--- src/rtl/psram_arb.sv ---
// psram_arb: shares one SPI PSRAM between an external SPI host (priority) and an internal master.
// Optional grant timeout is compiled in when PSRAM_ARB_TIMEOUT_EN is defined.
module psram_arb #(
  parameter int unsigned GUARD_CYC = 4,
  parameter int unsigned MAX_GRANT = 4096
) (
  input  logic       clk,
  input  logic       rst_n,
  input  logic       host_csl,
  input  logic       host_sclk,
  input  logic       host_mosi,
  output logic       host_miso,
  input  logic       int_req,
  output logic       int_gnt,
  output logic       int_abort,
  input  logic       int_cs_n,
  input  logic       int_sclk,
  input  logic       int_mosi,
  output logic       int_miso,
  output logic       spi0_cs0,
  output logic       spi0_sclk,
  output logic       spi0_mosi,
  input  logic       spi0_miso,
  output logic       spi0_nwp,
  output logic       spi0_nhld,
  output logic [1:0] owner
);

  typedef enum logic [1:0] {
    StParkHost  = 2'b00,
    StGuardInt  = 2'b01,
    StInt       = 2'b10,
    StGuardHost = 2'b11
  } state_e;

  localparam logic [7:0] GuardLoad = 8'(GUARD_CYC - 1);

  if (GUARD_CYC < 1 || GUARD_CYC > 255 || MAX_GRANT < 2) begin : g_bad_param
    $error("psram_arb: GUARD_CYC must be 1..255 and MAX_GRANT at least 2");
  end

  state_e     state_q, state_d;
  logic [7:0] cnt_q, cnt_d;
  logic       hcs_meta_q, hcs_n_q;
  logic       gnt_q;
  logic       abort_q, abort_d;
  logic       grant_ok;
  logic       grant_expired;

  // host_csl is asynchronous to clk; only the synchronized copy steers the FSM.
  always_ff @(posedge clk) begin
    if (!rst_n) begin
      hcs_meta_q <= 1'b1;
      hcs_n_q    <= 1'b1;
      state_q    <= StParkHost;
      cnt_q      <= '0;
      gnt_q      <= 1'b0;
      abort_q    <= 1'b0;
    end else begin
      hcs_meta_q <= host_csl;
      hcs_n_q    <= hcs_meta_q;
      state_q    <= state_d;
      cnt_q      <= cnt_d;
      gnt_q      <= (state_d == StInt);
      abort_q    <= abort_d;
    end
  end

`ifdef PSRAM_ARB_TIMEOUT_EN
  localparam int unsigned GrantW = $clog2(MAX_GRANT + 1);

  logic [GrantW-1:0] gcnt_q, gcnt_d;
  logic              blk_q, blk_d;

  // Counter sits at zero outside INT, so it is already clear on every INT entry.
  always_comb begin
    gcnt_d        = (state_q == StInt) ? gcnt_q + GrantW'(1) : '0;
    grant_expired = (state_q == StInt) && (gcnt_q == GrantW'(MAX_GRANT - 1));
    blk_d         = blk_q;
    if (grant_expired && hcs_n_q && int_req) begin
      blk_d = 1'b1;
    end else if (!int_req) begin
      blk_d = 1'b0;
    end
    grant_ok = !blk_q;
  end

  always_ff @(posedge clk) begin
    if (!rst_n) begin
      gcnt_q <= '0;
      blk_q  <= 1'b0;
    end else begin
      gcnt_q <= gcnt_d;
      blk_q  <= blk_d;
    end
  end
`else
  assign grant_expired = 1'b0;
  assign grant_ok      = 1'b1;
`endif

  always_comb begin
    state_d = state_q;
    cnt_d   = cnt_q;
    abort_d = 1'b0;
    case (state_q)
      StParkHost: begin
        if (int_req && hcs_n_q && grant_ok) begin
          state_d = StGuardInt;
          cnt_d   = GuardLoad;
        end
      end
      StGuardInt: begin
        if (!hcs_n_q) begin
          state_d = StParkHost;
          cnt_d   = '0;
          abort_d = 1'b1;
        end else if (!int_req) begin
          // Request withdrawn before any internal traffic: bus is idle, hand it straight back.
          state_d = StParkHost;
          cnt_d   = '0;
        end else if (cnt_q == '0) begin
          state_d = StInt;
        end else begin
          cnt_d = cnt_q - 8'd1;
        end
      end
      StInt: begin
        if (!hcs_n_q) begin
          state_d = StParkHost;
          cnt_d   = '0;
          abort_d = 1'b1;
        end else if (!int_req) begin
          state_d = StGuardHost;
          cnt_d   = GuardLoad;
        end else if (grant_expired) begin
          state_d = StGuardHost;
          cnt_d   = GuardLoad;
          abort_d = 1'b1;
        end
      end
      StGuardHost: begin
        if (!hcs_n_q || cnt_q == '0) begin
          state_d = StParkHost;
          cnt_d   = '0;
        end else begin
          cnt_d = cnt_q - 8'd1;
        end
      end
      default: begin
        state_d = StParkHost;
        cnt_d   = '0;
      end
    endcase
  end

  // Pin routing is purely combinational so neither SPI clock ever passes through a flop.
  always_comb begin
    spi0_cs0  = 1'b1;
    spi0_sclk = 1'b0;
    spi0_mosi = 1'b0;
    case (state_q)
      StParkHost: begin
        spi0_cs0  = host_csl;
        spi0_sclk = host_sclk;
        spi0_mosi = host_mosi;
      end
      StInt: begin
        spi0_cs0  = int_cs_n;
        spi0_sclk = int_sclk;
        spi0_mosi = int_mosi;
      end
      default: begin
        spi0_cs0  = 1'b1;
        spi0_sclk = 1'b0;
        spi0_mosi = 1'b0;
      end
    endcase
  end

  assign host_miso = spi0_miso;
  assign int_miso  = spi0_miso;
  assign spi0_nwp  = 1'b1;
  assign spi0_nhld = 1'b1;
  assign int_gnt   = gnt_q;
  assign int_abort = abort_q;
  assign owner     = state_q;

endmodule

--- config.mk ---
export PLATFORM = sky130hd
export DESIGN_NAME = psram_arb
export DESIGN_NICKNAME = d
export VERILOG_FILES = /design/src/rtl/psram_arb.sv
export SDC_FILE = /design/constraint.sdc
export NUM_CORES = 1
export LEC_CHECK = 0
export ABC_AREA = 1
export CORE_MARGIN = 2
export CORE_UTILIZATION = 45
export DETAILED_ROUTE_END_ITERATION = 10
export PLACE_DENSITY_LB_ADDON = 0.3
export REMOVE_ABC_BUFFERS = 1
export SLEW_MARGIN = 30
export SYNTH_ARGS = -nofsm -noshare
export SYNTH_HDL_FRONTEND = slang
export SYNTH_SLANG_ARGS = --single-unit
--- constraint.sdc ---
create_clock -name clk -period 4.1 [get_ports clk]
set_input_delay 0.82 -clock clk [delete_from_list [all_inputs] [get_ports clk]]
set_output_delay 0.82 -clock clk [all_outputs]
set_load 0.01 [all_outputs]
Yosys cells after proc, flatten, opt, wreduce, memory -nomap -nowiden
Index checks and enable logic that the tools add are counted.
{"block": "op_classes", "eq_ne": 7, "muxes": 20, "n_reduce_logical": 8, "add_sub_neg": 1}
{"cell": "$mux W8", "count": 7}
{"cell": "$pmux W8 S4", "count": 1}
{"cell": "$mux W2", "count": 7}
{"cell": "$logic_not A8 Y1", "count": 1}
{"cell": "$pmux W2 S4", "count": 1}
{"cell": "$sub A8 B1 Y8 const B", "count": 1}
{"cell": "$eq A2 B2 Y1 const B", "count": 3}
{"cell": "$pmux W1 S2", "count": 3}
{"cell": "$ne A4 B4 Y1 const B", "count": 1}
{"cell": "$ne A3 B3 Y1 const B", "count": 1}
{"cell": "$reduce_and A3 Y1", "count": 1}
{"cell": "$eq A2 B1 Y1 const B", "count": 1}
{"cell": "$logic_not A2 Y1", "count": 1}
{"cell": "$ne A2 B2 Y1 const B", "count": 1}
{"cell": "$reduce_and A2 Y1", "count": 1}
{"cell": "$reduce_or A2 Y1", "count": 1}
{"cell": "$logic_and A1 B1 Y1", "count": 1}
{"cell": "$logic_not A1 Y1", "count": 1}
{"cell": "$logic_or A1 B1 Y1", "count": 1}
{"cell": "$mux W1", "count": 1}
{"block": "word_totals", "output_inout_bits": 11, "wordCells": 42, "reg_bits": 14, "input_bits": 10}

Longest topological paths before layout
Gate-level depths: netlist (run 1).
{"block": "logic_depth", "word_depth": 6, "depth_mapped": 11, "ltp_nobuf": 11}

Worst setup path before layout (run 1)
Ideal clock, no wire load.
{"block": "synth_path", "kind": "flip-flop to output port", "start": "reg state_q[1], in the netlist owner[1]", "end": "out spi0_cs0", "setup_slack_ns": 2.178, "path_buffers": 1, "t_required_ns": 3.280, "t_arrival_ns": 1.102, "path_stages_with_launch": 5, "path_cell_list": "dfxtp_1 -> inv_1 -> ha_1 -> buf_4 -> o211ai_1"}
{"block": "synth_between", "elab_chain_len": 2, "elab_cells_between_ends": 3, "classes_between": "1 x eq/ne; 1 x mux; 1 x reduce/logical"}
{"item": "start: declaration", "line": "42", "source": "state_e state_q, state_d;"}
{"item": "start signal: assignment", "line": "55", "source": "state_q <= StParkHost;"}
{"item": "start signal: assignment", "line": "62", "source": "state_q <= state_d;"}
{"item": "$eq A2 B2 Y1 / $logic_not A2 Y1 (equally long branches)", "line": "162", "source": "case (state_q)"}
{"item": "$pmux W1 S2 *", "line": "162"}
{"item": "end: declaration", "line": "20", "source": "output logic spi0_cs0,"}
Mark *: on every way between the ends. The rest lies on a longest branch, timed or not.

Worst setup path in the final report (run 1)
{"block": "layout_path", "start": "in host_csl", "end": "out spi0_cs0"}
{"block": "layout_between", "elab_chain_len": 1}
{"item": "start: declaration", "line": "9", "source": "input logic host_csl,"}
{"item": "$pmux W1 S2", "line": "162"}
Every way passes these cells.

==> out/metrics.cfg, run 1 <==
[outcome]
status = finished clean

[worst_setup_path]
worstPathMaxFanout = 2
arrival_ns = 2.01
reg2reg_depth = 8
r2r-start = owner[1]
regToRegSetupSlack_ns = 2.33
critical_path_class = in2out
crit_path_end_kind = output port
required_ns = 3.28
start_kind = primary input
reg2reg_to = cnt_q[2]

[synthesis]
synthAdderAreaFrac_pct = 8.84
ys_ff_latch = 14
seq_area_frac_synth_pct = 33.0
synth_compound_area_share_pct = 15.0
ys.warnings.count = 0
synth_xor_area_share_pct = 5.15
synth_mux_area_share_pct = 0
synth_top_family_by_area = simple AND/OR/NAND/NOR gates
synth_area_per_cell_um2 = 7.32
synth_simple_gate_area_share_pct = 27.8
netlist_instances = 116
syn_area_um2 = 850
yosysUniqueCellTypes = 23

[timing]
setup_viol = 0
finalWorstSetupSlack_ns = 1.27
fmax_mhz = 354
rsz0062_at_grt = no
skew_ns = 0.00489
hold_viol = 0
final.min_clock_period_ns = 2.83
finalCritPeriodShare_pct = 68.9
tns_ns = 0
maxSlewViolCount = 0

[clock_network]
clock_sink_count = 14
cts_resized = 0
clock-root-buffer = clkbuf_4
cts_made_buffers = 3
ctsHoldBuffers = 0
cts.reportedPaths.clkPinSlew_ns = 0.07
clock_latency_ns = 0.28
cts_tree = done
cts_setup_buffers = 0
cts_max_level = 1
clockBufferDepth = 2

[drt]
wl_mm = 1.69
firstDrtPassIters = 4
drcViolationCount = 0
antenna_left = 0
drtIter0Drc = 18
viasPerCell = 4.79
vias = 742
routedWlPerCell_um = 10.9

[power_and_ir_drop]
power_density_mw_per_mm2 = 424
leakage_uw = 0.000472
ir_drop_mv = 0.226

[layout]
layout_commonest_cell = nand2_1
fillers = 171
finalNetCount = 148
n_antenna_cell = 0
syn_to_final_growth_pct = 20.0
drive_gt1_share_pct = 12.3
final_cell_mix = nand2_1 (22), nor2_1 (17), clkdlybuf4s50_1 (15)

[die]
die_area_mm2 = 0.00225
placement_rows = 15
die_x_um = 47.5
io-pin-count = 21
fp.dieH_um = 47.5
core_area_mm2 = 0.00175
start_util_pct = 48.7

[place]
hpwl_mm = 1.32
place_congestion = 0.749
io_buffers = 15
dpl_worst_slack_ns = 1.28

[job]
drv_cap = 0

[min_path]
hold_class = reg2reg
min_to = hcs_n_q
min_path_cells = 1
hold_start = hcs_meta_q

[grt]
overflow = 0
antenna_found_initial = 0
grt_pass1_vias = 653
grt_max_degree = 11
grt_pass1_wl_mm = 2.75
grt_usage_pct = 17.7

[cell usage after synthesis]
master	number	area, um2
o21ai_4	1	16.3
xor2_1	5	43.8
nand2_1	22	82.6
o211ai_1	1	7.51
o21ai_2	1	8.76
a22o_1	2	17.5
inv_2	2	7.51
a21oi_1	4	20.0
nor2_2	2	12.5
buf_4	5	37.5
nor2_1	17	63.8
ha_1	6	75.1
a21oi_4	1	16.3
conb_1	1	3.75
nand3_1	7	35.0
o21ai_1	1	5.00
inv_1	10	37.5
nand2_2	4	25.0
a31oi_1	1	6.26
nor3_1	1	5.00
dfxtp_1	14	280
or2_2	2	12.5
o21ai_0	6	30.0
[power breakdown]
group	internal [uW]	total (uW)	leakage, uW	switching, uW
combinational	78.2	190	0.000343	112
clock	34.1	74.4	0.0000138	40.3
sequential	153	168	0.000115	15.0
total	265	433	0.000472	167
[critical path, cell delays in order]
cell	delay, ns
clkdlybuf4s50_1	0.47
nand2_1	0.05
o211ai_1	0.09
clkdlybuf4s50_1	0.57
[cell type report]
cell class	count	area, um2	area share, %
multi-input combinational	86	490	48.1
tap	25	31.3	3.07
inverter	12	45.0	4.42
timing repair buffer	15	150	14.7
sequential	14	280	27.5
clock buffer	3	22.5	2.21
[metal layers]
layer	vias up	wire length [um]	track usage [%]
met4	0	16	3.33
met3	4	77	8.30
li1	391	-	-
met1	337	747	20.4
met5	-	0	0
met2	10	847	30.0
[metrics by stage]
step	power, uW	utilization, %	std cells	hold slack (ns)	area, um2
floorplan	305	-	112	0.393	816
global placement	353	57.1	152	0.404	997
detailed placement	358	57.1	152	0.403	997
CTS	437	58.4	155	0.428	1020
global route	464	58.4	155	0.459	1020
finish	433	58.4	155	0.423	1020
[state kept, by name (all words and copies together) (netlist names)]
signal      flops
cnt_q           8
owner           2
hcs_meta_q      1
hcs_n_q         1
int_abort       1
int_gnt         1
[worst max path at each step]
stage,start,slack (ns),endpoint
CTS,host_csl,1.28,spi0_cs0
finish,host_csl,1.27,spi0_cs0
global placement,host_csl,1.30,spi0_cs0
global route,int_cs_n,1.24,spi0_cs0
floorplan,owner[1],2.22,spi0_cs0
detailed placement,host_csl,1.28,spi0_cs0
[cells by family after synthesis]
logic type,after synthesis
xor gates and xnor gates,5
other,1
buffers and inverters,17
DFF,14
and+or+nand+nor,55
AOI/OAI and AO/OA,18
adders and majority gates,6
(Power assumes the default switching activity.)
==> run 2: changes to the inputs <==
Clock period 4.1 ns to 2.75 ns, I/O delays scaled along.
==> out/metrics.cfg, run 2 (synthesis gave the netlist of run 1 again) <==
[outcome]
status = finished clean

[power_and_ir_drop]
power_density_mw_per_mm2 = 628  ; +48%
leakage_uw = 0.000472  ; unchanged
ir_drop_mv = 0.387  ; +71%

[worst_setup_path]
critical_path_class = reg2out
r2r-start = owner[1]
crit_path_end_kind = output port
reg2reg_depth = 8  ; unchanged
regToRegSetupSlack_ns = 0.96  ; -1.37 ns
reg2reg_to = cnt_q[3]
arrival_ns = 1.92  ; -0.09 ns
worstPathMaxFanout = 8  ; +6
start_kind = flop
required_ns = 2.20  ; -1.08 ns

[die]
fp.dieH_um = 47.5  ; unchanged
die_area_mm2 = 0.00225  ; unchanged
io-pin-count = 21  ; unchanged
core_area_mm2 = 0.00175  ; unchanged
die_x_um = 47.5  ; unchanged
placement_rows = 15  ; unchanged
start_util_pct = 48.7  ; unchanged

[job]
drv_cap = 0  ; unchanged

[timing]
final.min_clock_period_ns = 2.47
finalCritPeriodShare_pct = 89.7
rsz0062_at_grt = no
tns_ns = 0  ; unchanged
setup_viol = 0  ; unchanged
maxSlewViolCount = 0  ; unchanged
skew_ns = 0.00327  ; -0.00163 ns
hold_viol = 0  ; unchanged
fmax_mhz = 405

[layout]
top_register = cnt_q
multiInputGateArea_um2 = 490  ; unchanged
fillers = 171  ; unchanged
regArea_um2 = 280  ; unchanged
drive_gt1_share_pct = 12.3  ; unchanged
finalNetCount = 148  ; unchanged
syn_to_final_growth_pct = 20.0  ; unchanged
n_antenna_cell = 0  ; unchanged
stdcell_area_mm2 = 0.00102  ; unchanged
final_cell_mix = nand2_1 (22), nor2_1 (17), clkdlybuf4s50_1 (15)
layout_commonest_cell = nand2_1
largest_reg_flops = 8  ; unchanged

[min_path]
hold_class = reg2reg
min_to = hcs_n_q
min_path_cells = 1  ; unchanged
hold_start = hcs_meta_q

[clock_network]
cts.reportedPaths.clkPinSlew_ns = 0.07  ; about the same
cts_max_level = 1  ; unchanged
cts_resized = 0  ; unchanged
clock_latency_ns = 0.28  ; about the same
clock-root-buffer = clkbuf_4
clock_sink_count = 14  ; unchanged
cts_tree = done
clockBufferDepth = 2  ; unchanged
cts_setup_buffers = 0  ; unchanged
cts_made_buffers = 3  ; unchanged
ctsHoldBuffers = 0  ; unchanged

[grt]
grt_max_degree = 11  ; unchanged
grt_pass1_wl_mm = 2.76  ; +0.51%
antenna_found_initial = 0  ; unchanged
grt_usage_pct = 17.9  ; +0.23 points
grt_pass1_vias = 647  ; -0.92%
overflow = 0  ; unchanged

[drt]
routedWlPerCell_um = 10.8  ; -0.83%
viasPerCell = 4.90  ; +2.4%
firstDrtPassIters = 4  ; unchanged
drtIter0Drc = 12  ; -6
antenna_left = 0  ; unchanged
drcViolationCount = 0  ; unchanged
vias = 760  ; +2.4%
wl_mm = 1.67  ; -0.83%

[place]
hpwl_mm = 1.32  ; -0.24%
place_congestion = 0.749  ; unchanged
placed_area_um2 = 997  ; unchanged
io_buffers = 15  ; unchanged

run 2: cell type report:
cell class	instances	area share, %
Multi-Input combinational cell	86	48.1
Sequential cell	14	27.5
Inverter	12	4.42
Timing Repair Buffer	15	14.7
Tap cell	25	3.07
Clock buffer	3	2.21
run 2: metrics by stage:
stage	setup WS (ns)	utilization (%)	hold slack (ns)	power, uW	cells
6_report	0.282	58.4	0.424	641	155
3_5_place_dp	0.469	57.1	0.403	533	152
4_1_cts	0.288	58.4	0.428	648	155
3_3_place_gp	0.493	57.1	0.404	527	152
2_1_floorplan	1.14	-	0.393	455	112
5_1_grt	0.181	58.4	0.459	690	155
run 2: worst max path at each step:
stage | end | slack (ns) | cells past startpoint | from
2_1_floorplan | spi0_cs0 | 1.14 | 3 | owner[1]
3_3_place_gp | spi0_cs0 | 0.49 | 4 | host_csl
3_5_place_dp | spi0_cs0 | 0.47 | 4 | host_csl
4_1_cts | spi0_cs0 | 0.29 | 4 | owner[1]
5_1_grt | spi0_cs0 | 0.18 | 4 | owner[1]
6_report | spi0_cs0 | 0.28 | 4 | owner[1]
run 2: metal layers:
metal / vias to the layer above / share of wire [%] / track usage (%)
li1: 391 / - / -
met1: 345 / 44 / 21.3
met2: 20 / 50 / 28.9
met3: 4 / 5.3 / 7.17
met4: 0 / 0.84 / 6.67
met5: - / 0 / 0
run 2: where the power goes:
| group | switching, uW | internal [uW] |
|---|---|---|
| clock network | 58.9 | 50.8 |
| logic | 164 | 117 |
| registers | 22.1 | 228 |
| total | 245 | 396 |
run 2: critical path, cell delays in order (launching register included):
cell and delay, ns:
dfxtp_1 0.44, inv_1 0.11, ha_1 0.31, o211ai_1 0.22
clkdlybuf4s50_1 0.57
==> run 3: changes to the inputs <==
--- a/config.mk
+++ b/config.mk
@@ -11,5 +11,6 @@
 export DETAILED_ROUTE_END_ITERATION = 10
+export HOLD_SLACK_MARGIN = 0.1
 export PLACE_DENSITY_LB_ADDON = 0.3
 export REMOVE_ABC_BUFFERS = 1
-export SLEW_MARGIN = 30
+export SLEW_MARGIN = 5
 export SYNTH_ARGS = -nofsm -noshare
==> constraint.sdc (replaced) <==
create_clock -name clk -period 2.75 [get_ports clk]
set_input_delay 0.4125 -clock clk [delete_from_list [all_inputs] [get_ports clk]]
set_output_delay 0.4125 -clock clk [all_outputs]
set_load 0.01 [all_outputs]
==> out/metrics.cfg, run 3 (synthesis gave the netlist of run 1 again) <==
[outcome]
status = finished clean

[layout]
layout_commonest_cell = nand2_1
drive_gt1_share_pct = 12.3  ; unchanged
top_register = cnt_q
fillers = 179  ; +4.7%
largest_reg_flops = 8  ; unchanged
syn_to_final_growth_pct = 20.0  ; unchanged
final_cells = 155  ; unchanged
n_antenna_cell = 0  ; unchanged
finalNetCount = 148  ; unchanged
final_cell_mix = nand2_1 (22), nor2_1 (17), clkdlybuf4s50_1 (15)

[drt]
drcViolationCount = 0  ; unchanged
antenna_left = 0  ; unchanged
firstDrtPassIters = 4  ; unchanged
drtIter0Drc = 16  ; +4
routedWlPerCell_um = 10.7  ; -0.72%
viasPerCell = 4.95  ; +1.1%
vias = 768  ; +1.1%
wl_mm = 1.66  ; -0.72%

[clock_network]
cts_tree = done
clock-root-buffer = clkbuf_4
cts_max_level = 1  ; unchanged
ctsHoldBuffers = 0  ; unchanged
cts_setup_buffers = 0  ; unchanged
clock_sink_count = 14  ; unchanged
clock_latency_ns = 0.28  ; about the same
clockBufferDepth = 2  ; unchanged
cts_made_buffers = 3  ; unchanged
cts_resized = 0  ; unchanged
cts.reportedPaths.clkPinSlew_ns = 0.07  ; about the same

[die]
fp.dieH_um = 47.5  ; unchanged
die_area_mm2 = 0.00225  ; unchanged
io-pin-count = 21  ; unchanged
start_util_pct = 48.7  ; unchanged
placement_rows = 15  ; unchanged
die_x_um = 47.5  ; unchanged
core_area_mm2 = 0.00175  ; unchanged

[grt]
grt_pass1_vias = 647  ; unchanged
grt_pass1_wl_mm = 2.77  ; +0.22%
grt_usage_pct = 18.0  ; +0.064 points
antenna_found_initial = 0  ; unchanged
grt_max_degree = 11  ; unchanged
overflow = 0  ; unchanged

[timing]
finalCritPeriodShare_pct = 82.9  ; -6.8 points
setup_viol = 0  ; unchanged
fmax_mhz = 438  ; +8.2%
finalWorstSetupSlack_ns = 0.469  ; +0.187 ns
final.min_clock_period_ns = 2.28  ; -0.187 ns
maxSlewViolCount = 0  ; unchanged
hold_viol = 0  ; unchanged
skew_ns = 0.00684  ; +0.00357 ns
rsz0062_at_grt = no
tns_ns = 0  ; unchanged

[place]
io_buffers = 15  ; unchanged
hpwl_mm = 1.34  ; +1.4%
placed_cells = 152  ; unchanged
place_congestion = 0.747  ; -0.23%
dpl_worst_slack_ns = 0.745  ; +0.276 ns

[power_and_ir_drop]
power_uw = 644  ; +0.49%
ir_drop_mv = 0.329  ; -15%
net-switching-power_uw = 248  ; +1.3%
netSwitchingFraction_pct = 38.6  ; +0.31 points
share_seq_of_total_power_pct = 38.9  ; -0.2 points
p_int_uw = 396  ; about the same
power_density_mw_per_mm2 = 632  ; +0.49%
power_frac_clock_pct = 17.5  ; +0.4 points
leakage_uw = 0.000472  ; unchanged
pwr-share-comb_pct = 43.6  ; -0.2 points

[worst_setup_path]
crit_path_end_kind = output port
reg2reg_depth = 8  ; unchanged
start_kind = flop
reg2reg_to = cnt_q[2]
worstPathMaxFanout = 8  ; unchanged
setup.worst_path.end = spi0_cs0
regToRegSetupSlack_ns = 1.00  ; +0.04 ns
arrival_ns = 1.87  ; -0.05 ns
required_ns = 2.34  ; +0.14 ns
startpoint = owner[1]
r2r-start = owner[1]
critical_path_class = reg2out

[job]
drv_cap = 0  ; unchanged

[min_path]
hold_class = reg2reg

[run 3: cell counts in the layout (fill, tap and decap cells not counted)]
Identical to the previous run, type by type.
[run 3: worst min path at each step]
stage                          start      end  slack (ns)  cells past startpoint
after floorplan           hcs_meta_q  hcs_n_q        0.39                      1
after global placement    hcs_meta_q  hcs_n_q        0.40                      1
after detailed placement  hcs_meta_q  hcs_n_q        0.40                      1
after CTS                 hcs_meta_q  hcs_n_q        0.43                      1
after global routing      hcs_meta_q  hcs_n_q        0.44                      1
final                     hcs_meta_q  hcs_n_q        0.43                      1
[run 3: final cells by class]
cell class | count | area (um2) | area share (%)
Multi-Input combinational cell | 86 | 490 | 48.1
Sequential cell | 14 | 280 | 27.5
Timing Repair Buffer | 15 | 150 | 14.7
Inverter | 12 | 45.0 | 4.42
Tap cell | 25 | 31.3 | 3.07
Clock buffer | 3 | 22.5 | 2.21
[run 3: metrics by stage]
stage	area (um2)	utilization (%)	hold slack [ns]
global route	1020	58.4	0.442
global placement	997	57.1	0.404
floorplan	816	-	0.393
finish	1020	58.4	0.429
detailed placement	997	57.1	0.403
CTS	1020	58.4	0.432
[run 3: power groups by stage]
stage | clock network, uW | registers, uW | logic [uW]
2_1_floorplan | 0 | 252 | 203
3_3_place_gp | 0 | 254 | 273
3_5_place_dp | 0 | 255 | 281
4_1_cts | 117 | 250 | 284
5_1_grt | 125 | 253 | 316
6_report | 113 | 250 | 281
[run 3: worst max-delay path, stage by stage, from the launching register on]
cell,delay [ns]
dfxtp_1,0.42
inv_1,0.10
ha_1,0.30
o211ai_1,0.20
clkdlybuf4s50_1,0.57
[run 3: metal layers]
metal | wire length (um) | vias up | GRT usage [%]
met1 | 743 | 356 | 20.8
met2 | 816 | 14 | 29.2
met5 | 0 | - | 0
li1 | - | 393 | -
met4 | 23 | 0 | 6.67
met3 | 79 | 5 | 7.92
